$ cat src/rtl/core_lbuf.sv
// Per-core local buffer: packs narrow gbus write beats into wide MAC-operand words
// held in a FIFO, and returns one registered word per accepted controller read.
module core_lbuf #(
    parameter int WR_WIDTH = 64,
    parameter int RATIO    = 4,
    parameter int DEPTH    = 8
) (
    input  logic                          clk,
    input  logic                          rst,
    input  logic                          clear,
    input  logic                          wen,
    input  logic [WR_WIDTH-1:0]           wdata,
    input  logic                          ren,
    output logic [WR_WIDTH*RATIO-1:0]     rdata,
    output logic                          rvalid,
    output logic                          empty,
    output logic                          full,
    output logic [$clog2(DEPTH+1)-1:0]    level,
    output logic                          wr_overflow,
    output logic                          rd_underflow
);

    localparam int RD_WIDTH = WR_WIDTH * RATIO;
    localparam int SUB_W    = $clog2(RATIO);
    localparam int PTR_W    = $clog2(DEPTH);
    localparam int LVL_W    = $clog2(DEPTH + 1);

    logic [RD_WIDTH-1:0] mem_q [DEPTH];

    logic [SUB_W-1:0]    sub_cnt_q, sub_cnt_d;
    logic [RD_WIDTH-1:0] stage_q, stage_d, stage_w;
    logic [PTR_W-1:0]    wptr_q, wptr_d;
    logic [PTR_W-1:0]    rptr_q, rptr_d;
    logic [LVL_W-1:0]    level_q, level_d;
    logic                empty_q, empty_d;
    logic                full_q, full_d;
    logic [RD_WIDTH-1:0] rdata_q, rdata_d;
    logic                rvalid_q, rvalid_d;
    logic                wr_ovf_q, wr_ovf_d;
    logic                rd_unf_q, rd_unf_d;

    logic wr_acc, rd_acc, push, mem_we;

    always_comb begin
        wr_acc = wen && !full_q;
        rd_acc = ren && !empty_q;
        push   = wr_acc && (sub_cnt_q == SUB_W'(RATIO - 1));

        // Staging copy with the current beat merged in; on the last beat this is the pushed word.
        stage_w = stage_q;
        for (int k = 0; k < RATIO; k++) begin
            if (wr_acc && (sub_cnt_q == SUB_W'(k))) begin
                stage_w[k*WR_WIDTH +: WR_WIDTH] = wdata;
            end
        end

        sub_cnt_d = sub_cnt_q;
        stage_d   = stage_q;
        wptr_d    = wptr_q;
        rptr_d    = rptr_q;
        level_d   = level_q;
        rdata_d   = rdata_q;
        rvalid_d  = 1'b0;
        wr_ovf_d  = wr_ovf_q;
        rd_unf_d  = rd_unf_q;
        mem_we    = 1'b0;

        if (clear) begin
            sub_cnt_d = '0;
            stage_d   = '0;
            wptr_d    = '0;
            rptr_d    = '0;
            level_d   = '0;
            rdata_d   = '0;
            wr_ovf_d  = 1'b0;
            rd_unf_d  = 1'b0;
        end else begin
            mem_we  = push;
            stage_d = stage_w;
            if (wr_acc) begin
                sub_cnt_d = sub_cnt_q + SUB_W'(1);
            end
            if (push) begin
                wptr_d = wptr_q + PTR_W'(1);
            end
            if (rd_acc) begin
                rptr_d  = rptr_q + PTR_W'(1);
                rdata_d = mem_q[rptr_q];
            end
            rvalid_d = rd_acc;
            case ({push, rd_acc})
                2'b10:   level_d = level_q + LVL_W'(1);
                2'b01:   level_d = level_q - LVL_W'(1);
                default: level_d = level_q;
            endcase
            wr_ovf_d = wr_ovf_q | (wen && full_q);
            rd_unf_d = rd_unf_q | (ren && empty_q);
        end

        empty_d = (level_d == '0);
        full_d  = (level_d == LVL_W'(DEPTH));
    end

    always_ff @(posedge clk) begin
        if (rst) begin
            sub_cnt_q <= '0;
            stage_q   <= '0;
            wptr_q    <= '0;
            rptr_q    <= '0;
            level_q   <= '0;
            empty_q   <= 1'b1;
            full_q    <= 1'b0;
            rdata_q   <= '0;
            rvalid_q  <= 1'b0;
            wr_ovf_q  <= 1'b0;
            rd_unf_q  <= 1'b0;
        end else begin
            sub_cnt_q <= sub_cnt_d;
            stage_q   <= stage_d;
            wptr_q    <= wptr_d;
            rptr_q    <= rptr_d;
            level_q   <= level_d;
            empty_q   <= empty_d;
            full_q    <= full_d;
            rdata_q   <= rdata_d;
            rvalid_q  <= rvalid_d;
            wr_ovf_q  <= wr_ovf_d;
            rd_unf_q  <= rd_unf_d;
        end
    end

    // Storage array carries no reset; occupancy is tracked solely by level/pointers.
    always_ff @(posedge clk) begin
        if (mem_we && !rst) begin
            mem_q[wptr_q] <= stage_w;
        end
    end

    assign rdata        = rdata_q;
    assign rvalid       = rvalid_q;
    assign empty        = empty_q;
    assign full         = full_q;
    assign level        = level_q;
    assign wr_overflow  = wr_ovf_q;
    assign rd_underflow = rd_unf_q;

endmodule

$ cat config.mk
export PLATFORM = sky130hd
export DESIGN_NAME = core_lbuf
export DESIGN_NICKNAME = d
export VERILOG_FILES = /design/src/rtl/core_lbuf.sv
export SDC_FILE = /design/constraint.sdc
export NUM_CORES = 2
export LEC_CHECK = 0
export BUFFER_PORTS_ARGS = -buffer_cell sky130_fd_sc_hd__clkbuf_2
export CORE_ASPECT_RATIO = 0.8
export CORE_MARGIN = 5
export CORE_UTILIZATION = 55
export DETAILED_ROUTE_END_ITERATION = 8
export PLACE_DENSITY = 0.79
export SLEW_MARGIN = 20
export SYNTH_ARGS = -nofsm -noshare
export SYNTH_HDL_FRONTEND = slang
export SYNTH_SLANG_ARGS = --single-unit
$ cat constraint.sdc
create_clock -name clk -period 20.7 [get_ports clk]
set_input_delay 3.105 -clock clk [delete_from_list [all_inputs] [get_ports clk]]
set_output_delay 3.105 -clock clk [all_outputs]
set_load 0.01 [all_outputs]
==> impl_metrics.yaml <==
clock_tree:
  cts-resized-gates: 0
  h-tree-depth: 4
  clk_latency_ns: 0.87
  clockRootBuffer: "clkbuf_16"
  cts_max_path_buffers: 3
  path_clk_slew_ns: 0.06
  hold_buffers: 0
  clock-sinks: 2577
  tritoncts: "yes"
  cts_made_buffers: 226
  post_cts_buffers: 0
route:
  ant_nets: 0
  dr.pass1.iters: 5
  wl_per_cell_um: 28.1
  drc: 0
  drtIter0Drc: 6348
  wl_mm: 229
  vias: 49990
  vias_per_cell: 6.14
sta:
  fin_crit_sh_pct: 37.5
  report.final.slew_viol_count: 0
  fmax_mhz: 129
  hold_viol_final: 0
  finalSetupTns_ns: 0
  setup_viol: 0
  grt_setup_unrepaired: "no"
  slew-limit-headroom_pct: 24.4
  fin_crit_ns: 7.75
  finClkSkew_ns: 0.0677
  tightest_slew_ns: 1.13
layout:
  nets: 5701
  synthToLayoutAreaGrowth_pct: 12.0
  fin_util_pct: 62.0
  drive_gt1_share_pct: 25.3
  final_cell_mix: "edfxtp_1, dfxtp_1, mux4_2, clkbuf_2, mux2_2"
  layout_commonest_cell: "edfxtp_1"
global_routing:
  grt_usage_pct: 24.7
  grt_overflow: 0
  grt_max_degree: 191
  grt_pass1_wl_mm: 336
  grt_pass1_vias: 50406
  grt_antenna_before_repair: 33
synth:
  yosysSeqAreaShare_pct: 74.7
  synth_xor_area_share_pct: 0.0817
  synth_fp_nets: 5399
  syn_avg_cell_area_sq_um: 18.1
  yosysUniqueCellTypes: 40
  synthMuxAreaShare_pct: 16.0
  synthSimpleGateAreaFrac_pct: 4.01
  syn-instance-count: 5322
  yosys_warnings: 0
  synth_top_family_by_area: "multiplexers"
  synth_area_sq_um: 96500
  synth_compound_area_share_pct: 3.60
  synthAdderAreaFrac_pct: 0.104
  ys_ff_latch: 2577
setup_path:
  crit_fanout: 122
  path_class: "in2reg"
  r2r-start: "full$_SDFF_PP0_"
  r2r_slack_ns: 14.91
  required_ns: 21.12
  cp.arrival_ns: 8.18
  startpoint_type: "input port"
  crit_path_end_kind: "flip-flop"
  cp-startpoint: "wen"
die:
  rows: 137
  die_area_sq_um: 184000
  start_util_pct: 55.3
  die_x_um: 478
  io_pins: 334
  fp.coreArea_sq_um: 174000
  fp.dieH_um: 385
power:
  p_leak_nw: 35.5
  vdd_drop_max_uv: 88.2
  power_density_nw_per_um2: 92.1
place:
  gp_congestion: 0.760
  portBuffers: 333
  hpwl_mm: 127
worst_hold_path:
  hp-class: "reg2reg"
  min_from: "wr_overflow$_SDFF_PP0_"
status:
  outcome: "completed"
job:
  maxCapViolations: 0
## final cells by class
class                      instances  area [sq um]
antenna                           14          35.0
clock buffer                     323          6390
clock inverter                   110          1260
fill                           11666         66300
inverter                           4          25.0
multi-input combinational       2415         23100
sequential                      2577         72100
tap                             2293          2870
timing repair buffer             400          2310
## where the power goes
part	total, mW	leakage (nW)	switching, mW	internal, mW
clock	4.27	3.74	1.87	2.40
sequential	5.55	23.2	0.00166	5.55
combinational	0.128	8.57	0.101	0.0267
## cell usage after synthesis (all sizes together)
cell type	count	area share (%)
nor3b	1	0.0078
o32ai	1	0.017
clkbuf	168	0.65
a31o	1	0.0091
nor2b	1	0.014
a21oi	74	0.38
a31oi	1	0.0065
buf	158	0.84
nand2b	5	0.032
edfxtp	2048	64
xnor2	4	0.036
mux4	374	8.7
o22ai	69	0.45
a211o	1	0.0091
dfxtp	529	11
nor4bb	1	0.010
a221oi	1	0.0091
mux2i	327	3.4
nand3	1	0.0052
or2	2	0.013
a211oi	189	1.5
nor3	72	0.37
mux2	330	3.9
xor2	5	0.045
and4b	1	0.010
and3	1	0.0065
o21ai	138	0.72
ha	8	0.10
nand2	202	0.79
o21bai	69	0.54
nor2	278	1.1
or3	1	0.0065
inv	4	0.018
and2	257	1.7
## path summary, 6_finish.rpt
kind / to / depth (start not counted)
max: mem_q[0][67]$_DFFE_PP_ / 9
min: wr_overflow$_SDFF_PP0_ / 2
max reg2reg: mem_q[0][67]$_DFFE_PP_ / 8
min reg2reg: wr_overflow$_SDFF_PP0_ / 2
## through the flow
| step | power, mW | instances | area [sq um] | setup slack [ns] | hold WS (ns) |
|---|---|---|---|---|---|
| finish | 9.95 | 8136 | 108000 | 12.95 | 0.471 |
| global route | 10.2 | 8128 | 108000 | 12.79 | 0.508 |
| CTS | 10.0 | 8122 | 108000 | 13.00 | 0.479 |
| detailed placement | 5.79 | 7689 | 100000 | 12.11 | 0.463 |
| global placement | 5.79 | 7689 | 100000 | 12.25 | 0.451 |
| floorplan | 5.72 | 5322 | 96500 | 4.97 | 0.494 |
## logic make-up after synthesis
kind of cell             count (synthesis)
buffers and inverters                  330
flip-flops                            2577
XOR/XNOR                                 9
multiplexers                          1031
AO/OA/AOI/OAI                          544
AND/OR/NAND/NOR                        823
adder cells (fa/ha/maj)                  8
## registers in the layout, indices dropped and copies added, names as in the netlist, 2 cells and up
register / cells
mem_q: 2048
rdata: 256
stage_q: 256
level: 4
rptr_q: 3
wptr_q: 3
sub_cnt_q: 2
## metal layers
metal	routed length [um]	up-vias	track usage (%)	share of wire, %
met1	90300	25802	35.0	39
met2	109000	2403	38.4	47
met4	7320	0	8.80	3.2
li1	-	21416	-	-
met5	0	-	0	0
met3	22800	369	5.36	10
## worst max-delay path, cell delays in order
cell and delay [ns]:
clkbuf_2 0.12, nor2b_4 0.32, and2_4 0.40, buf_4 0.66, inv_4 0.37, or3_1 0.64
nor3_4 0.71, buf_12 0.74, buf_4 0.89
No activity file was read; power rests on OpenSTA's default activity.
